==> config.mk <==
export PLATFORM = sky130hd
export DESIGN_NAME = axi_lite_uart_ctrl_flat
export DESIGN_NICKNAME = d
export VERILOG_FILES = /design/src/rtl/axi_lite_uart_pkg.sv /design/src/rtl/axi_lite_uart_ctrl_if.sv /design/src/rtl/sync_fifo.sv /design/src/rtl/axi_lite_uart_ctrl.sv /design/src/flat_wrapper.sv
export SDC_FILE = /design/constraint.sdc
export NUM_CORES = 1
export LEC_CHECK = 0
export BUFFER_PORTS_ARGS = -buffer_cell sky130_fd_sc_hd__buf_2
export CAP_MARGIN = 5
export CORE_MARGIN = 2
export CORE_UTILIZATION = 51
export DETAILED_ROUTE_END_ITERATION = 6
export HOLD_SLACK_MARGIN = 0.02
export PLACE_DENSITY_LB_ADDON = 0.12
export SYNTH_ARGS = -nofsm -noshare
export SYNTH_HDL_FRONTEND = slang
export SYNTH_SLANG_ARGS = --single-unit
==> constraint.sdc <==
create_clock -name clk -period 3.7 [get_ports clk]
set_input_delay 0.185 -clock clk [delete_from_list [all_inputs] [get_ports clk]]
set_output_delay 0.185 -clock clk [all_outputs]
set_load 0.05 [all_outputs]
==> src/rtl/axi_lite_uart_pkg.sv <==
// Shared constants for the AXI-Lite UART register front end: register offsets,
// IRQ bit indices, AXI response codes and CTRL field positions.
package axi_lite_uart_pkg;

  localparam logic [4:0] RegTxData   = 5'h00;
  localparam logic [4:0] RegRxData   = 5'h04;
  localparam logic [4:0] RegCtrl     = 5'h08;
  localparam logic [4:0] RegStatus   = 5'h0C;
  localparam logic [4:0] RegIrqEn    = 5'h10;
  localparam logic [4:0] RegIrqStat  = 5'h14;
  localparam logic [4:0] RegRxThresh = 5'h18;

  localparam int unsigned IrqRxThresh  = 0;
  localparam int unsigned IrqTxEmpty   = 1;
  localparam int unsigned IrqRxOvf     = 2;
  localparam int unsigned IrqRxErr     = 3;
  localparam int unsigned IrqRxTimeout = 4;
  localparam int unsigned NumIrq       = 5;

  typedef enum logic [1:0] {
    RespOkay   = 2'b00,
    RespExOkay = 2'b01,
    RespSlvErr = 2'b10,
    RespDecErr = 2'b11
  } axi_resp_e;

  localparam int unsigned CtrlBaudLsb   = 0;
  localparam int unsigned CtrlParityLsb = 4;
  localparam int unsigned CtrlTxEn      = 6;
  localparam int unsigned CtrlRxEn      = 7;
  localparam int unsigned CtrlTxFlush   = 8;
  localparam int unsigned CtrlRxFlush   = 9;
  localparam logic [7:0]  CtrlReset     = 8'hC0;

endpackage

==> src/rtl/axi_lite_uart_ctrl_if.sv <==
// AXI4-Lite slave bus bundle for the UART register front end.
interface axi_lite_uart_ctrl_if #(
  parameter int unsigned ADDR_WIDTH = 16
);
  logic [ADDR_WIDTH-1:0] awaddr;
  logic                  awvalid;
  logic                  awready;
  logic [31:0]           wdata;
  logic [3:0]            wstrb;
  logic                  wvalid;
  logic                  wready;
  logic [1:0]            bresp;
  logic                  bvalid;
  logic                  bready;
  logic [ADDR_WIDTH-1:0] araddr;
  logic                  arvalid;
  logic                  arready;
  logic [31:0]           rdata;
  logic [1:0]            rresp;
  logic                  rvalid;
  logic                  rready;

  modport master (
    output awaddr, awvalid, wdata, wstrb, wvalid, bready, araddr, arvalid, rready,
    input  awready, wready, bresp, bvalid, arready, rdata, rresp, rvalid
  );

  modport slave (
    input  awaddr, awvalid, wdata, wstrb, wvalid, bready, araddr, arvalid, rready,
    output awready, wready, bresp, bvalid, arready, rdata, rresp, rvalid
  );
endinterface

==> src/rtl/sync_fifo.sv <==
// First-word fall-through synchronous FIFO with level output and flush.
// A push on a full FIFO is accepted when a pop happens in the same cycle.
module sync_fifo #(
  parameter int unsigned WIDTH  = 8,
  parameter int unsigned AWIDTH = 5
) (
  input  logic              clk,
  input  logic              a_reset,
  input  logic              flush_i,
  input  logic              push_i,
  input  logic [WIDTH-1:0]  data_i,
  input  logic              pop_i,
  output logic [WIDTH-1:0]  data_o,
  output logic              empty_o,
  output logic              full_o,
  output logic [AWIDTH:0]   level_o
);
  localparam int unsigned Depth = 1 << AWIDTH;

  logic [WIDTH-1:0]  mem_q [Depth];
  logic [AWIDTH-1:0] wptr_q, rptr_q;
  logic [AWIDTH:0]   level_q;
  logic              do_push, do_pop;

  assign empty_o = (level_q == '0);
  assign full_o  = (level_q == (AWIDTH + 1)'(Depth));
  assign level_o = level_q;
  assign data_o  = mem_q[rptr_q];

  assign do_pop  = pop_i & ~empty_o;
  assign do_push = push_i & (~full_o | do_pop);

  always_ff @(posedge clk) begin
    if (a_reset || flush_i) begin
      wptr_q  <= '0;
      rptr_q  <= '0;
      level_q <= '0;
    end else begin
      if (do_push) wptr_q <= wptr_q + 1'b1;
      if (do_pop)  rptr_q <= rptr_q + 1'b1;
      level_q <= level_q + {{AWIDTH{1'b0}}, do_push} - {{AWIDTH{1'b0}}, do_pop};
    end
  end

  // Storage needs no reset; only the pointers define validity.
  always_ff @(posedge clk) begin
    if (do_push) mem_q[wptr_q] <= data_i;
  end
endmodule

==> src/rtl/axi_lite_uart_ctrl.sv <==
// AXI4-Lite register front end for the UART: TX/RX FIFOs, sticky errors, IRQs.
// Optional RX idle timeout interrupt is built when UART_RX_TIMEOUT_EN is defined.
module axi_lite_uart_ctrl
  import axi_lite_uart_pkg::*;
#(
  parameter int unsigned ADDR_WIDTH       = 16,
  parameter int unsigned FIFO_AWIDTH      = 5,
  parameter int unsigned RX_TIMEOUT_TICKS = 32
) (
  input  logic                 clk,
  input  logic                 a_reset,
  axi_lite_uart_ctrl_if.slave  s_axi,
  output logic [3:0]           baud_sel,
  output logic [1:0]           parity,
  input  logic                 baud_tick,
  output logic [7:0]           tx_data,
  output logic                 tx_valid,
  input  logic                 tx_ready,
  input  logic [7:0]           rx_data,
  input  logic                 rx_valid,
  input  logic                 rx_perr,
  input  logic                 rx_ferr,
  output logic                 uart_interrupt
);
  logic [ADDR_WIDTH-1:0] waddr, raddr;
  logic [4:0]            woff, roff;
  logic                  wr_hs, rd_hs;

  logic [7:0]            ctrl_q;
  logic [NumIrq-1:0]     irq_en_q;
  logic [7:0]            rx_thresh_q;
  logic                  ovf_q, err_q, irq_q;
  logic                  bvalid_q, rvalid_q;
  logic [1:0]            bresp_q, rresp_q, wresp, rresp_d;
  logic [31:0]           rdata_q, rdata_d;

  logic [7:0]            tx_rdata;
  logic [9:0]            rx_rdata;
  logic                  tx_empty, tx_full, rx_empty, rx_full;
  logic [FIFO_AWIDTH:0]  tx_level, rx_level;
  logic                  tx_push_req, tx_pop, tx_drop, tx_flush;
  logic                  rx_push, rx_pop, rx_flush, rx_ovf_set, rx_err_set;
  logic [NumIrq-1:0]     irq_raw, irq_w1c;
  logic                  to_flag;

  assign waddr = s_axi.awaddr;
  assign raddr = s_axi.araddr;
  assign woff  = waddr[4:0];
  assign roff  = raddr[4:0];

  assign wr_hs = ~a_reset & s_axi.awvalid & s_axi.wvalid & ~bvalid_q;
  assign rd_hs = ~a_reset & s_axi.arvalid & ~rvalid_q;

  assign s_axi.awready = wr_hs;
  assign s_axi.wready  = wr_hs;
  assign s_axi.arready = rd_hs;
  assign s_axi.bvalid  = bvalid_q;
  assign s_axi.bresp   = bresp_q;
  assign s_axi.rvalid  = rvalid_q;
  assign s_axi.rresp   = rresp_q;
  assign s_axi.rdata   = rdata_q;

  assign baud_sel       = ctrl_q[CtrlBaudLsb +: 4];
  assign parity         = ctrl_q[CtrlParityLsb +: 2];
  assign tx_data        = tx_rdata;
  assign tx_valid       = ctrl_q[CtrlTxEn] & ~tx_empty;
  assign uart_interrupt = irq_q;

  assign tx_push_req = wr_hs & (woff == RegTxData) & s_axi.wstrb[0];
  assign tx_pop      = tx_valid & tx_ready;
  assign tx_drop     = tx_push_req & tx_full & ~tx_pop;
  assign tx_flush    = wr_hs & (woff == RegCtrl) & s_axi.wstrb[1] & s_axi.wdata[CtrlTxFlush];
  assign rx_flush    = wr_hs & (woff == RegCtrl) & s_axi.wstrb[1] & s_axi.wdata[CtrlRxFlush];

  assign rx_push    = rx_valid & ctrl_q[CtrlRxEn];
  assign rx_pop     = rd_hs & (roff == RegRxData) & ~rx_empty;
  assign rx_ovf_set = rx_push & rx_full & ~rx_pop;
  assign rx_err_set = rx_push & (rx_perr | rx_ferr);

  assign irq_w1c = (wr_hs && woff == RegIrqStat && s_axi.wstrb[0]) ?
                   s_axi.wdata[NumIrq-1:0] : '0;

  sync_fifo #(.WIDTH(8), .AWIDTH(FIFO_AWIDTH)) u_tx_fifo (
    .clk     (clk),
    .a_reset (a_reset),
    .flush_i (tx_flush),
    .push_i  (tx_push_req),
    .data_i  (s_axi.wdata[7:0]),
    .pop_i   (tx_pop),
    .data_o  (tx_rdata),
    .empty_o (tx_empty),
    .full_o  (tx_full),
    .level_o (tx_level)
  );

  sync_fifo #(.WIDTH(10), .AWIDTH(FIFO_AWIDTH)) u_rx_fifo (
    .clk     (clk),
    .a_reset (a_reset),
    .flush_i (rx_flush),
    .push_i  (rx_push),
    .data_i  ({rx_ferr, rx_perr, rx_data}),
    .pop_i   (rx_pop),
    .data_o  (rx_rdata),
    .empty_o (rx_empty),
    .full_o  (rx_full),
    .level_o (rx_level)
  );

  always_comb begin
    irq_raw               = '0;
    irq_raw[IrqRxThresh]  = (rx_thresh_q != 8'd0) && (8'(rx_level) >= rx_thresh_q);
    irq_raw[IrqTxEmpty]   = tx_empty;
    irq_raw[IrqRxOvf]     = ovf_q;
    irq_raw[IrqRxErr]     = err_q;
    irq_raw[IrqRxTimeout] = to_flag;
  end

  always_comb begin
    wresp = RespOkay;
    case (woff)
      RegTxData:   if (tx_drop) wresp = RespSlvErr;
      RegRxData, RegCtrl, RegStatus, RegIrqEn, RegIrqStat, RegRxThresh: ;
      default:     wresp = RespDecErr;
    endcase
  end

  always_comb begin
    rdata_d = '0;
    rresp_d = RespOkay;
    case (roff)
      RegTxData:   ;
      RegRxData: begin
        if (rx_empty) rresp_d = RespSlvErr;
        else          rdata_d = {22'd0, rx_rdata};
      end
      RegCtrl:     rdata_d = {24'd0, ctrl_q};
      RegStatus:   rdata_d = {8'd0, 8'(rx_level), 8'(tx_level), 4'd0,
                              rx_full, rx_empty, tx_full, tx_empty};
      RegIrqEn:    rdata_d = {{(32 - NumIrq){1'b0}}, irq_en_q};
      RegIrqStat:  rdata_d = {{(32 - NumIrq){1'b0}}, irq_raw};
      RegRxThresh: rdata_d = {24'd0, rx_thresh_q};
      default:     rresp_d = RespDecErr;
    endcase
  end

  always_ff @(posedge clk) begin
    if (a_reset) begin
      ctrl_q      <= CtrlReset;
      irq_en_q    <= '0;
      rx_thresh_q <= '0;
      ovf_q       <= 1'b0;
      err_q       <= 1'b0;
      irq_q       <= 1'b0;
      bvalid_q    <= 1'b0;
      bresp_q     <= RespOkay;
      rvalid_q    <= 1'b0;
      rresp_q     <= RespOkay;
      rdata_q     <= '0;
    end else begin
      if (wr_hs) begin
        bvalid_q <= 1'b1;
        bresp_q  <= wresp;
        if (s_axi.wstrb[0]) begin
          case (woff)
            RegCtrl:     ctrl_q      <= s_axi.wdata[7:0];
            RegIrqEn:    irq_en_q    <= s_axi.wdata[NumIrq-1:0];
            RegRxThresh: rx_thresh_q <= s_axi.wdata[7:0];
            default:     ;
          endcase
        end
      end else if (s_axi.bready) begin
        bvalid_q <= 1'b0;
      end

      if (rd_hs) begin
        rvalid_q <= 1'b1;
        rdata_q  <= rdata_d;
        rresp_q  <= rresp_d;
      end else if (s_axi.rready) begin
        rvalid_q <= 1'b0;
      end

      // Set has priority over a same-cycle write-1-to-clear.
      ovf_q <= rx_ovf_set | (ovf_q & ~irq_w1c[IrqRxOvf]);
      err_q <= rx_err_set | (err_q & ~irq_w1c[IrqRxErr]);
      irq_q <= |(irq_raw & irq_en_q);
    end
  end

`ifdef UART_RX_TIMEOUT_EN
  localparam int unsigned ToW = $clog2(RX_TIMEOUT_TICKS + 1);

  logic [ToW-1:0] to_cnt_q;
  logic           to_q, to_clr, to_adv, to_set;

  assign to_clr  = rx_push | rx_pop | rx_flush;
  assign to_adv  = baud_tick & ~rx_empty & (to_cnt_q != ToW'(RX_TIMEOUT_TICKS));
  assign to_set  = ~to_clr & to_adv & (to_cnt_q == ToW'(RX_TIMEOUT_TICKS - 1));
  assign to_flag = to_q;

  always_ff @(posedge clk) begin
    if (a_reset) begin
      to_cnt_q <= '0;
      to_q     <= 1'b0;
    end else begin
      if (to_clr)      to_cnt_q <= '0;
      else if (to_adv) to_cnt_q <= to_cnt_q + 1'b1;
      to_q <= to_set | (to_q & ~irq_w1c[IrqRxTimeout]);
    end
  end
`else
  logic unused_timeout;
  assign to_flag        = 1'b0;
  assign unused_timeout = baud_tick | (RX_TIMEOUT_TICKS == 0);
`endif

  logic unused_bits;
  assign unused_bits = ^{waddr[ADDR_WIDTH-1:5], raddr[ADDR_WIDTH-1:5],
                         s_axi.wdata[31:10], s_axi.wstrb[3:2]};
endmodule

==> src/flat_wrapper.sv <==
// flat-port wrapper written by rule: the top's interface ports become plain ports
module axi_lite_uart_ctrl_flat import axi_lite_uart_pkg::*;
#(
  parameter int unsigned ADDR_WIDTH       = 16,
  parameter int unsigned FIFO_AWIDTH      = 5,
  parameter int unsigned RX_TIMEOUT_TICKS = 32
)
  (clk, a_reset, baud_sel, parity, baud_tick, tx_data, tx_valid, tx_ready, rx_data, rx_valid, rx_perr, rx_ferr, uart_interrupt, s_axi_awaddr, s_axi_awvalid, s_axi_wdata, s_axi_wstrb, s_axi_wvalid, s_axi_bready, s_axi_araddr, s_axi_arvalid, s_axi_rready, s_axi_awready, s_axi_wready, s_axi_bresp, s_axi_bvalid, s_axi_arready, s_axi_rdata, s_axi_rresp, s_axi_rvalid);
  axi_lite_uart_ctrl_if #(.ADDR_WIDTH(ADDR_WIDTH)) s_axi_i ();
  input  logic clk;
  input  logic a_reset;
  output logic [3:0] baud_sel;
  output logic [1:0] parity;
  input  logic baud_tick;
  output logic [7:0] tx_data;
  output logic tx_valid;
  input  logic tx_ready;
  input  logic [7:0] rx_data;
  input  logic rx_valid;
  input  logic rx_perr;
  input  logic rx_ferr;
  output logic uart_interrupt;
  input wire logic [$bits(s_axi_i.awaddr)-1:0] s_axi_awaddr;
  input wire logic [$bits(s_axi_i.awvalid)-1:0] s_axi_awvalid;
  input wire logic [$bits(s_axi_i.wdata)-1:0] s_axi_wdata;
  input wire logic [$bits(s_axi_i.wstrb)-1:0] s_axi_wstrb;
  input wire logic [$bits(s_axi_i.wvalid)-1:0] s_axi_wvalid;
  input wire logic [$bits(s_axi_i.bready)-1:0] s_axi_bready;
  input wire logic [$bits(s_axi_i.araddr)-1:0] s_axi_araddr;
  input wire logic [$bits(s_axi_i.arvalid)-1:0] s_axi_arvalid;
  input wire logic [$bits(s_axi_i.rready)-1:0] s_axi_rready;
  output wire logic [$bits(s_axi_i.awready)-1:0] s_axi_awready;
  output wire logic [$bits(s_axi_i.wready)-1:0] s_axi_wready;
  output wire logic [$bits(s_axi_i.bresp)-1:0] s_axi_bresp;
  output wire logic [$bits(s_axi_i.bvalid)-1:0] s_axi_bvalid;
  output wire logic [$bits(s_axi_i.arready)-1:0] s_axi_arready;
  output wire logic [$bits(s_axi_i.rdata)-1:0] s_axi_rdata;
  output wire logic [$bits(s_axi_i.rresp)-1:0] s_axi_rresp;
  output wire logic [$bits(s_axi_i.rvalid)-1:0] s_axi_rvalid;
  assign s_axi_i.awaddr = s_axi_awaddr;
  assign s_axi_i.awvalid = s_axi_awvalid;
  assign s_axi_i.wdata = s_axi_wdata;
  assign s_axi_i.wstrb = s_axi_wstrb;
  assign s_axi_i.wvalid = s_axi_wvalid;
  assign s_axi_i.bready = s_axi_bready;
  assign s_axi_i.araddr = s_axi_araddr;
  assign s_axi_i.arvalid = s_axi_arvalid;
  assign s_axi_i.rready = s_axi_rready;
  assign s_axi_awready = s_axi_i.awready;
  assign s_axi_wready = s_axi_i.wready;
  assign s_axi_bresp = s_axi_i.bresp;
  assign s_axi_bvalid = s_axi_i.bvalid;
  assign s_axi_arready = s_axi_i.arready;
  assign s_axi_rdata = s_axi_i.rdata;
  assign s_axi_rresp = s_axi_i.rresp;
  assign s_axi_rvalid = s_axi_i.rvalid;
  axi_lite_uart_ctrl #(.ADDR_WIDTH(ADDR_WIDTH), .FIFO_AWIDTH(FIFO_AWIDTH), .RX_TIMEOUT_TICKS(RX_TIMEOUT_TICKS)) u_core (.clk(clk), .a_reset(a_reset), .s_axi(s_axi_i), .baud_sel(baud_sel), .parity(parity), .baud_tick(baud_tick), .tx_data(tx_data), .tx_valid(tx_valid), .tx_ready(tx_ready), .rx_data(rx_data), .rx_valid(rx_valid), .rx_perr(rx_perr), .rx_ferr(rx_ferr), .uart_interrupt(uart_interrupt));
endmodule
==> results of run 1 <==
[per-layer routing]
metal / routed length, um / GRT usage / share of wire
met3: 4271 / 0.05010 / 0.069
met4: 1298 / 0.06527 / 0.021
met2: 29470 / 0.3659 / 0.48
met5: 0 / 0 / 0
met1: 26840 / 0.3306 / 0.43
[sequential cells by signal (all words and copies together), names as in the netlist, 2 cells and up, named ones only]
signal and flops:
u_core.u_rx_fifo.mem_q 320, u_core.u_tx_fifo.mem_q 256, u_core.s_axi.rdata 20, u_core.ctrl_q 8, u_core.rx_thresh_q 8, u_core.u_rx_fifo.level_o 6
u_core.u_tx_fifo.level_o 6, u_core.irq_en_q 5, u_core.u_rx_fifo.rptr_q 5, u_core.u_rx_fifo.wptr_q 5, u_core.u_tx_fifo.rptr_q 5, u_core.u_tx_fifo.wptr_q 5
u_core.s_axi.bresp 2, u_core.s_axi.rresp 2
[stage by stage]
stage	setup slack (ns)	cells
global placement	0.5472	2293
detailed placement	0.4500	2293
finish	0.3823	2425
CTS	0.3141	2425
global route	0.1470	2425
floorplan	0.1587	1517
[area by class of cell]
type	count	area, um^2
clock buffers	93	1932
repair buffers	192	1309
multi-input cells	717	7251
well taps	688	860.8
inverters	35	131.4
fillers	3931	21520
flip-flops and latches	668	19150
clock inverters	32	289.0
[synth_stat cells (all sizes together) (3+ instances only)]
cell type / instances / area [um^2]
nor2: 142 / 533.0
or2: 6 / 37.54
or3b: 3 / 26.28
buf: 62 / 402.9
mux4: 155 / 3491
mux2: 19 / 214.0
a21oi: 30 / 153.9
a22oi: 8 / 60.06
a222oi: 4 / 40.04
o21bai: 3 / 22.52
a221oi: 7 / 61.31
nand2: 40 / 150.1
dfxtp: 92 / 1842
o21ai: 21 / 105.1
a21o: 5 / 37.54
o2111ai: 4 / 35.03
edfxtp: 576 / 17300
mux2i: 51 / 510.5
nor3b: 6 / 66.31
or3: 4 / 25.02
nand3b: 7 / 52.55
o22ai: 6 / 37.54
and3: 6 / 37.54
nor4bb: 3 / 30.03
a211oi: 9 / 67.56
a311oi: 5 / 43.79
xor2: 10 / 87.58
and2: 6 / 37.54
inv: 35 / 131.4
o211ai: 4 / 35.03
nand2b: 8 / 50.05
clkbuf: 35 / 131.4
nor4: 3 / 25.02
ha: 33 / 412.9
nand4bb: 3 / 50.05
nor3: 15 / 75.07
nor2b: 14 / 87.58
nand3: 20 / 100.1
nand4: 7 / 50.05
xnor2: 9 / 78.83
a31oi: 3 / 18.77
[repair_timing]
| action | 4_1_cts | 5_1_grt |
|---|---|---|
| hold buffers | 7 | 0 |
| endpoints found under the setup margin | 0 | 0 |
| endpoints found under the hold margin | 4 | 0 |
[worst max-delay path, stage by stage, from the launching register on]
cell and delay [ns]:
sky130_fd_sc_hd__dfxtp_2 0.80, sky130_fd_sc_hd__buf_12 0.28, sky130_fd_sc_hd__mux4_2 0.38, sky130_fd_sc_hd__mux4_2 0.54
sky130_fd_sc_hd__mux2_2 0.29, sky130_fd_sc_hd__buf_2 0.21
[final timing paths]
check / cells after the start / endpoint / slack, ns
setup / recovery: 5 / tx_data[7] / 0.38
hold / removal: 3 / u_core.s_axi.bresp[1] / 0.05
setup reg to reg: 14 / u_core.u_rx_fifo.level_o[5] / 0.44
hold reg to reg: 2 / u_core.s_axi.rdata[13] / 0.47
[power groups by stage]
stage,Sequential [mW],Clock (mW),Combinational [mW]
floorplan,8.54,0,1.57
global placement,8.61,0,2.15
detailed placement,8.62,0,2.18
CTS,8.46,6.94,2.19
global route,8.47,7.24,2.36
finish,8.45,6.81,2.17
[cell families after synthesis]
family	synth area share
compound gates	0.03363
xor+xnor	0.006160
fa+ha+maj	0.01677
buf+inv	0.02464
flops	0.7085
mux	0.1560
other cells	0.0001388
simple gates	0.05415
==> summary.txt, run 1 <==
Run status
  – Outcome: completed

Clock tree
  – CTS sink cnt: 668
  – Max H-tree Level: 3
  – Cts repair resizes: 0
  – CTS tree: yes
  – Post-CTS setup buffer count: 0
  – Root cell of the clock tree: sky130_fd_sc_hd__clkbuf_16
  – Number of CTS-inserted buffers: 70
  – Clock tree buffer depth: 3
  – Clock slew at the register clock pins of the worst setup and hold paths: 0.06 ns
  – Clock insertion delay at the later pin of the skew report: 0.60 ns

Power and ir drop
  – Net Sw Power: 4.201 mW
  – Design internal power: 13.23 mW
  – Pwr/cell area: 563.8 mW/mm^2
  – Switching power as a share of total power: 0.2410
  – Peak ir drop on the vdd network: 0.3502 mV
  – Gate power share: 0.125
  – Cell leakage power: 10.08 nW
  – Clock network power share: 0.391
  – Design Power: 17.43 mW
  – Sequential group share of total power: 0.485

Finish
  – Fraction of final layout cells sized beyond drive strength 1: 0.2781
  – Number of diodes: 0
  – Synth-to-Final Area Change: 14.48%
  – Most frequent standard cell in the layout excluding fill and tap cells: sky130_fd_sc_hd__edfxtp_1
  – Final core area utilization: 0.5897
  – Post-layout net count: 1807
  – Commonest cells after routing, fill and taps aside: sky130_fd_sc_hd__edfxtp_1, sky130_fd_sc_hd__mux4_2, sky130_fd_sc_hd__nor2_1, sky130_fd_sc_hd__buf_4, sky130_fd_sc_hd__dfxtp_1
  – Post-route standard cell area excluding fillers: 0.03092 mm^2

Timing
  – Setup Total Neg Slack: 0 ns
  – Total of endpoints with negative setup slack in the final report: 0
  – Worst-case headroom to the max-slew limit: 0.3120
  – Final Critical Period: 3.318 ns
  – Final hold violations: 0
  – Setup Skew: 0.01669 ns
  – WHS: 0.04963 ns
  – Maximum frequency from static timing analysis: 301.4 MHz
  – Slew at the pin with the worst max-slew slack: 1.031 ns
  – Max-slew violation total from the final report: 0
  – Final period util: 0.8967
  – Unrepaired setup endpoints after global routing: false

Route
  – Ratio of routed vias to standard cells: 5.906
  – Post-route DRC: 0
  – Post-DRT Antenna Nets: 0
  – Number of vias after detailed routing: 14320
  – Average wire per cell in the routed design: 25.52 um
  – Total routed wirelength: 61880 um
  – Detailed router's first-iteration violation count: 1524
  – Count of TritonRoute iterations in the first routing pass: 5

Floorplan
  – Core box area: 0.05245 mm^2
  – Die Y-Extent: 234.1 um
  – Starting density of the core: 0.5151
  – Floorplan die area: 0.05482 mm^2
  – Placement Rows: 84
  – Total I/O pin count: 145
  – Horizontal die dimension: 234.1 um

Hold path
  – Kind of path behind the tightest hold check: input port to register
  – Startpoint of the tightest hold check path: a_reset

Setup path
  – Data required time at the worst endpoint: 3.51 ns
  – Crit. End Element: output pin
  – Critical path peak fanout: 24
  – Reg2reg start: u_core.u_rx_fifo.level_o[4]
  – Critical Path Start Type: register
  – Critical setup path kind: register to output pin
  – Data arrival time at the worst-slack endpoint: 3.13 ns

Placement
  – Instance area after placement: 0.02863 mm^2
  – RePlAce Congestion: 0.8436
  – DP HPWL: 39820 um
  – Port Buffer Count: 85

Synthesis
  – Share of the yosys chip area belonging to registers: 0.7085
  – Synth warn: 0
  – FF+latch count, synth: 668
  – Gate count of the mapped netlist: 1506
  – Cell variety after synth: 75
  – Prevailing post-synth register cell: sky130_fd_sc_hd__edfxtp_1
  – Syn Area/Cell: 17.94 um^2
  – FFs w/ async S/R, synth: 0
  – Syn Std Cell Area: 0.02701 mm^2
  – Number of flops mapped to enable cells by yosys: 576

Global route
  – Initial antenna violation count: 0
  – Gr ovfl total: 0
  – GRT Resource Usage Total: 0.2323
  – Wire length of the first global-routing pass: 91980 um
  – Largest net degree at the start of global routing: 51
  – Vias in the first global route: 14520

Job
  – Max-Cap Viols: 0
No activity file was read; power rests on OpenSTA's default activity.
==> inputs of run 2 (changes only) <==
--- a/config.mk
+++ b/config.mk
@@ -5,8 +5,10 @@
 export SDC_FILE = /design/constraint.sdc
 export NUM_CORES = 1
 export LEC_CHECK = 0
+export ABC_CLOCK_PERIOD_IN_PS = 3700
 export BUFFER_PORTS_ARGS = -buffer_cell sky130_fd_sc_hd__buf_2
 export CAP_MARGIN = 5
+export CORE_ASPECT_RATIO = 0.5
 export CORE_MARGIN = 2
 export CORE_UTILIZATION = 51
 export DETAILED_ROUTE_END_ITERATION = 6
==> run 2 against run 1 <==
Against the previous run:
- sequential power shrank 0.8%
- hold slack improved by 0.0082 ns
- final area decreased by 1.3%
- sequential share of layout area grew 0.81 points
- combinational power grew 2%
- non-clock buffer count shrank 20
- die area rose by 0.21%
- global-route usage shrank 0.68 points
- count of clock-buffer cells in the layout is 19 lower
- clock skew grew 0.0034 ns
- largest power group unchanged
==> summary.txt, run 2 (synthesis results as in run 1) <==
Power and ir drop
  – Net Sw Power: 3.980 mW
  – Design internal power: 12.84 mW
  – Peak ir drop on the vdd network: 0.4555 mV
  – Gate power share: 0.132
  – Cell leakage power: 9.836 nW
  – Switching power as a share of total power: 0.2366
  – Clock network power share: 0.370
  – Pwr/cell area: 551.0 mW/mm^2
  – Sequential group share of total power: 0.498

Floorplan
  – Core box area: 0.05212 mm^2
  – Placement Rows: 59
  – Horizontal die dimension: 329.5 um
  – Total I/O pin count: 145
  – Die Y-Extent: 166.7 um
  – Starting density of the core: 0.5183
  – Floorplan die area: 0.05494 mm^2

Route
  – Ratio of routed vias to standard cells: 5.869
  – Number of vias after detailed routing: 14070
  – Count of TritonRoute iterations in the first routing pass: 5
  – Post-DRT Antenna Nets: 0
  – Average wire per cell in the routed design: 25.19 um
  – Total routed wirelength: 60390 um
  – Post-route DRC: 0
  – Detailed router's first-iteration violation count: 1166

Timing
  – Slew at the pin with the worst max-slew slack: 1.036 ns
  – Final hold violations: 0
  – Final worst-path setup slack: 0.3885 ns
  – Total of endpoints with negative setup slack in the final report: 0
  – Unrepaired setup endpoints after global routing: false
  – Final period util: 0.8950
  – Setup Total Neg Slack: 0 ns
  – Final Critical Period: 3.312 ns
  – Worst-case headroom to the max-slew limit: 0.3086
  – Setup Skew: 0.02011 ns
  – Maximum frequency from static timing analysis: 302.0 MHz
  – Max-slew violation total from the final report: 0

Global route
  – GRT Resource Usage Total: 0.2255
  – Gr ovfl total: 0
  – Largest net degree at the start of global routing: 65
  – Initial antenna violation count: 1
  – Vias in the first global route: 14540
  – Wire length of the first global-routing pass: 91940 um

Setup path
  – Crit path cell chain: inv_1 > ha_1 > nand4bb_1 > nand4_2 > a21oi_2 > inv_1 > ha_1 > inv_1 > ha_1 > a21o_1 > a21oi_1 > o21bai_1 > a21oi_1 > mux2_2
  – Length in cells of the worst reg-to-reg path: 14
  – Crit. End Element: register
  – Worst r2r dst: u_core.u_rx_fifo.level_o[5]
  – Crit path largest cell delay: 0.39 ns
  – Critical path peak fanout: 6
  – Register-to-register path setup slack: 0.39 ns
  – Data arrival time at the worst-slack endpoint: 3.81 ns
  – Reg2reg start: u_core.u_rx_fifo.level_o[2]
  – Slowest cell on the critical path: sky130_fd_sc_hd__a21oi_2
  – Data required time at the worst endpoint: 4.20 ns
  – Critical Path Start Type: register
  – Critical setup path kind: register to register

Clock tree
  – CTS sink cnt: 668
  – Number of CTS-inserted buffers: 57
  – Clock insertion delay at the later pin of the skew report: 0.61 ns
  – Max H-tree Level: 2
  – Clock slew at the register clock pins of the worst setup and hold paths: 0.07 ns
  – Number of buffers inserted by hold repair at cts: 8
  – CTS tree: yes
  – Post-CTS setup buffer count: 0
  – Cts repair resizes: 0
  – Clock tree buffer depth: 3
  – Root cell of the clock tree: sky130_fd_sc_hd__clkbuf_16

Finish
  – Post-layout net count: 1774
  – Fraction of final layout cells sized beyond drive strength 1: 0.2637
  – Top register by number of flip-flops: u_core.u_rx_fifo.mem_q
  – Max FFs per register: 320
  – Most frequent standard cell in the layout excluding fill and tap cells: sky130_fd_sc_hd__edfxtp_1
  – Synth-to-Final Area Change: 13.00%
  – # fillers: 3900
  – Commonest cells after routing, fill and taps aside: sky130_fd_sc_hd__edfxtp_1, sky130_fd_sc_hd__mux4_2, sky130_fd_sc_hd__nor2_1, sky130_fd_sc_hd__dfxtp_1, sky130_fd_sc_hd__buf_2
  – Post-route standard cell area excluding fillers: 0.03053 mm^2
  – Final core area utilization: 0.5857

Hold path
  – Startpoint of the tightest hold check path: s_axi_awaddr[3]
  – Worst hold path stage count: 4
  – Destination of the worst hold path: u_core.irq_en_q[0]
  – Kind of path behind the tightest hold check: input port to register

Placement
  – Post-placement worst setup slack: 0.4163 ns
  – Instance area after placement: 0.02849 mm^2
  – RePlAce Congestion: 0.8415
  – DP HPWL: 38150 um
  – Port Buffer Count: 85

Run status
  – Outcome: completed

Job
  – Max-Cap Viols: 0
-- run 2: cell count changes in the layout (fill, tap and decap cells not counted), sizes merged --
cell,change
diode,+1
inv,+1
clkinv,-8
bufinv,+4
clkbuf,-19
dlygate4sd3,+1
buf,-21
-- run 2: power groups by stage --
stage | logic, mW | registers [mW] | clock network, mW
after floorplan | 1.57 | 8.54 | 0
after global placement | 2.16 | 8.54 | 0
after detailed placement | 2.23 | 8.55 | 0
after CTS | 2.24 | 8.38 | 6.36
after global routing | 2.41 | 8.39 | 6.67
final | 2.22 | 8.38 | 6.22
-- run 2: how the worst max path moves through the flow --
stage | start | end | slack, ns | cells after the start
floorplan | u_core.s_axi.rvalid | u_core.u_rx_fifo.level_o[5] | 0.16 | 12
global placement | u_core.u_rx_fifo.level_o[2] | u_core.u_rx_fifo.level_o[4] | 0.56 | 16
detailed placement | u_core.u_rx_fifo.level_o[2] | u_core.u_rx_fifo.level_o[5] | 0.42 | 14
CTS | register | tx_data[0] | 0.35 | 5
global route | u_core.u_rx_fifo.level_o[2] | u_core.u_rx_fifo.level_o[4] | 0.20 | 16
finish | u_core.u_rx_fifo.level_o[2] | u_core.u_rx_fifo.level_o[5] | 0.39 | 14
-- run 2: area by class of cell --
cell class | count | area, um^2 | area share
multi-input cells | 717 | 7251 | 0.2375
diodes | 1 | 2.502 | 0.00008198
flip-flops and latches | 668 | 19150 | 0.6274
clock inverters | 29 | 357.8 | 0.01172
well taps | 701 | 877.1 | 0.02873
clock buffers | 74 | 1593 | 0.05218
inverters | 35 | 131.4 | 0.004304
repair buffers | 172 | 1161 | 0.03804
-- run 2: worst max-delay path, delay by kind of cell, from the launching register on --
family | cells | cell delay (ns)
AO/OA/AOI/OAI | 5 | 1.13
adder cells (fa/ha/maj) | 3 | 0.69
buffers and inverters | 3 | 0.24
flip-flops | 1 | 0.36
multiplexers | 1 | 0.35
AND/OR/NAND/NOR | 2 | 0.44
-- run 2: through the flow --
stage,total power [mW],std cells,hold WS [ns]
after global placement,10.70,2285,0.3845
after global routing,17.47,2397,0.06327
after floorplan,10.11,1517,0.2839
final,16.82,2397,0.05785
after CTS,16.99,2396,0.02376
after detailed placement,10.77,2285,0.3991
-- run 2: metal layers --
| metal | vias to the layer above | share of wire | track usage |
|---|---|---|---|
| met1 | 7326 | 0.42 | 0.3112 |
| met3 | 84 | 0.060 | 0.03788 |
| met2 | 418 | 0.49 | 0.3771 |
| li1 | 6240 | - | - |
| met4 | 0 | 0.024 | 0.05672 |
| met5 | - | 0 | 0 |
==> inputs of run 3 (changes only) <==
--- a/config.mk
+++ b/config.mk
@@ -13,7 +13,7 @@
 export CORE_UTILIZATION = 51
 export DETAILED_ROUTE_END_ITERATION = 6
 export HOLD_SLACK_MARGIN = 0.02
-export PLACE_DENSITY_LB_ADDON = 0.12
+export PLACE_DENSITY = 0.71
 export SYNTH_ARGS = -nofsm -noshare
 export SYNTH_HDL_FRONTEND = slang
 export SYNTH_SLANG_ARGS = --single-unit
==> run 3 against run 2 <==
Against the previous run:
- routed wire length shrank 1.4%
- worst setup slack gained 0.050 ns
- global-route usage shrank 0.67 points
- die area is the same
==> summary.txt, run 3 (synthesis results as in run 1) <==
Setup path
  – Most used cell along the critical path: sky130_fd_sc_hd__inv_1
  – WP buf/inv: 5
  – Crit. End Element: register
  – Instance count on the critical path: 16
  – Crit path largest cell delay: 0.43 ns
  – Crit path cell chain: inv_1 > ha_1 > nand4bb_1 > nand4_2 > a21oi_2 > inv_1 > ha_1 > inv_1 > ha_1 > inv_1 > fa_1 > inv_1 > a21oi_1 > o21bai_1 > xnor2_1 > nor2_1
  – Slowest cell on the critical path: sky130_fd_sc_hd__fa_1
  – Kind of cell adding the most delay to the critical path: adder cells
  – Critical path peak fanout: 6
  – Data required time at the worst endpoint: 4.14 ns
  – Critical setup path kind: register to register
  – Data arrival time at the worst-slack endpoint: 3.70 ns
  – Length in cells of the worst reg-to-reg path: 16
  – Critical Path Start Type: register

Global route
  – Wire length of the first global-routing pass: 90550 um
  – GRT Resource Usage Total: 0.2189
  – Gr ovfl total: 0
  – Vias in the first global route: 14500
  – Global routing met1 resource utilization: 0.3012
  – Initial antenna violation count: 0
  – Largest net degree at the start of global routing: 65
  – Met3 usage in global routing: 0.03371
  – Met2 track demand over resource in global routing: 0.3699
  – Gr busiest metal: met2

Power and ir drop
  – Switching power as a share of total power: 0.2401
  – Sequential group share of total power: 0.504
  – Pwr/cell area: 547.8 mW/mm^2
  – Peak ir drop on the vdd network: 0.3391 mV
  – Net Sw Power: 3.998 mW
  – Clock network power share: 0.363
  – Cell leakage power: 9.762 nW
  – Gate power share: 0.133
  – Design internal power: 12.65 mW

Finish
  – Non-Filler Instances: 2391
  – Max FFs per register: 320
  – Commonest cells after routing, fill and taps aside: sky130_fd_sc_hd__edfxtp_1, sky130_fd_sc_hd__mux4_2, sky130_fd_sc_hd__nor2_1, sky130_fd_sc_hd__dfxtp_1, sky130_fd_sc_hd__buf_2
  – Fraction of final layout cells sized beyond drive strength 1: 0.2604
  – Post-layout net count: 1767
  – Number of diodes: 0
  – Synth-to-Final Area Change: 12.52%
  – Most frequent standard cell in the layout excluding fill and tap cells: sky130_fd_sc_hd__edfxtp_1
  – Final core area utilization: 0.5832
  – Top register by number of flip-flops: u_core.u_rx_fifo.mem_q

Timing
  – Setup Skew: 0.02086 ns
  – Final Critical Period: 3.261 ns
  – Total of endpoints with negative setup slack in the final report: 0
  – Final worst-path setup slack: 0.4388 ns
  – Maximum frequency from static timing analysis: 306.6 MHz
  – Final hold violations: 0
  – Final period util: 0.8814
  – WHS: 0.05259 ns
  – Slew at the pin with the worst max-slew slack: 1.110 ns
  – Max-slew violation total from the final report: 0
  – Unrepaired setup endpoints after global routing: false
  – Setup Total Neg Slack: 0 ns
  – Worst-case headroom to the max-slew limit: 0.2592

Route
  – Ratio of routed vias to standard cells: 5.961
  – Detailed router's first-iteration violation count: 1535
  – Number of vias after detailed routing: 14250
  – Post-route DRC: 0
  – Count of TritonRoute iterations in the first routing pass: 5
  – Post-DRT Antenna Nets: 0
  – Total routed wirelength: 59550 um
  – Average wire per cell in the routed design: 24.91 um

Clock tree
  – CTS tree: yes
  – Number of buffers inserted by hold repair at cts: 7
  – Cts repair resizes: 0
  – Clock slew at the register clock pins of the worst setup and hold paths: 0.07 ns
  – Clock tree buffer depth: 3
  – Root cell of the clock tree: sky130_fd_sc_hd__clkbuf_16
  – Post-CTS setup buffer count: 0
  – Max H-tree Level: 2
  – CTS sink cnt: 668
  – Number of CTS-inserted buffers: 57
  – Clock insertion delay at the later pin of the skew report: 0.60 ns

Placement
  – Dpl cells: 2279
  – Post-placement worst setup slack: 0.4831 ns
  – RePlAce Congestion: 0.8514
  – DP HPWL: 37740 um
  – Port Buffer Count: 85

Floorplan
  – Horizontal die dimension: 329.5 um
  – Core box area: 0.05212 mm^2
  – Die Y-Extent: 166.7 um
  – Starting density of the core: 0.5183
  – Total I/O pin count: 145
  – Floorplan die area: 0.05494 mm^2
  – Placement Rows: 59

Hold path
  – Kind of path behind the tightest hold check: input port to register
  – Worst hold path stage count: 5

Run status
  – Outcome: completed

Job
  – Max-Cap Viols: 0
[run 3: cell types whose count changed in the layout (fill, tap and decap cells not counted), moves of 2 or more]
cell	previous run	this run
sky130_fd_sc_hd__bufinv_16	8	5
sky130_fd_sc_hd__buf_4	74	69
sky130_fd_sc_hd__clkinv_1	8	10
sky130_fd_sc_hd__inv_6	3	0
sky130_fd_sc_hd__clkbuf_8	6	8
sky130_fd_sc_hd__clkinv_4	1	4
[run 3: layout make-up]
type	count	area, um^2
Inverter	35	131.4
Fill cell	3784	21720
Timing Repair Buffer	165	1094
Tap cell	701	877.1
Clock buffer	76	1599
Clock inverter	29	291.5
Multi-Input combinational cell	717	7251
Sequential cell	668	19150
[run 3: power groups by stage]
stage	Clock, mW	Combinational, mW	Sequential (mW)
floorplan	0	1.57	8.54
global placement	0	2.12	8.55
detailed placement	0	2.20	8.56
CTS	6.13	2.22	8.39
global route	6.44	2.39	8.40
finish	6.04	2.22	8.40
[run 3: worst min-delay path: stages]
cell	delay [ns]
sky130_fd_sc_hd__buf_2	0.13
sky130_fd_sc_hd__nor4_2	0.08
sky130_fd_sc_hd__nand4_1	0.08
sky130_fd_sc_hd__xor2_1	0.06
sky130_fd_sc_hd__nor2_1	0.07
[run 3: per-layer routing]
metal	vias to the layer above	routed length, um
li1	6213	-
met4	0	1409
met5	-	0
met1	7395	24360
met3	100	3749
met2	545	30040
[run 3: per-stage QoR]
| step | total power [mW] | instance area (um^2) |
|---|---|---|
| global route | 17.24 | 30400 |
| finish | 16.65 | 30400 |
| global placement | 10.66 | 28430 |
| detailed placement | 10.76 | 28430 |
| CTS | 16.74 | 30400 |
| floorplan | 10.11 | 27050 |
[run 3: path summary, 6_finish.rpt]
path / startpoint / slack (ns) / to
setup / recovery: u_core.u_rx_fifo.level_o[4] / 0.44 / u_core.u_rx_fifo.level_o[4]
hold / removal: s_axi_awaddr[2] / 0.05 / u_core.u_tx_fifo.wptr_q[3]
hold reg to reg: u_core.s_axi.rdata[20] / 0.46 / u_core.s_axi.rdata[20]
setup reg to reg: u_core.u_rx_fifo.level_o[4] / 0.44 / u_core.u_rx_fifo.level_o[4]
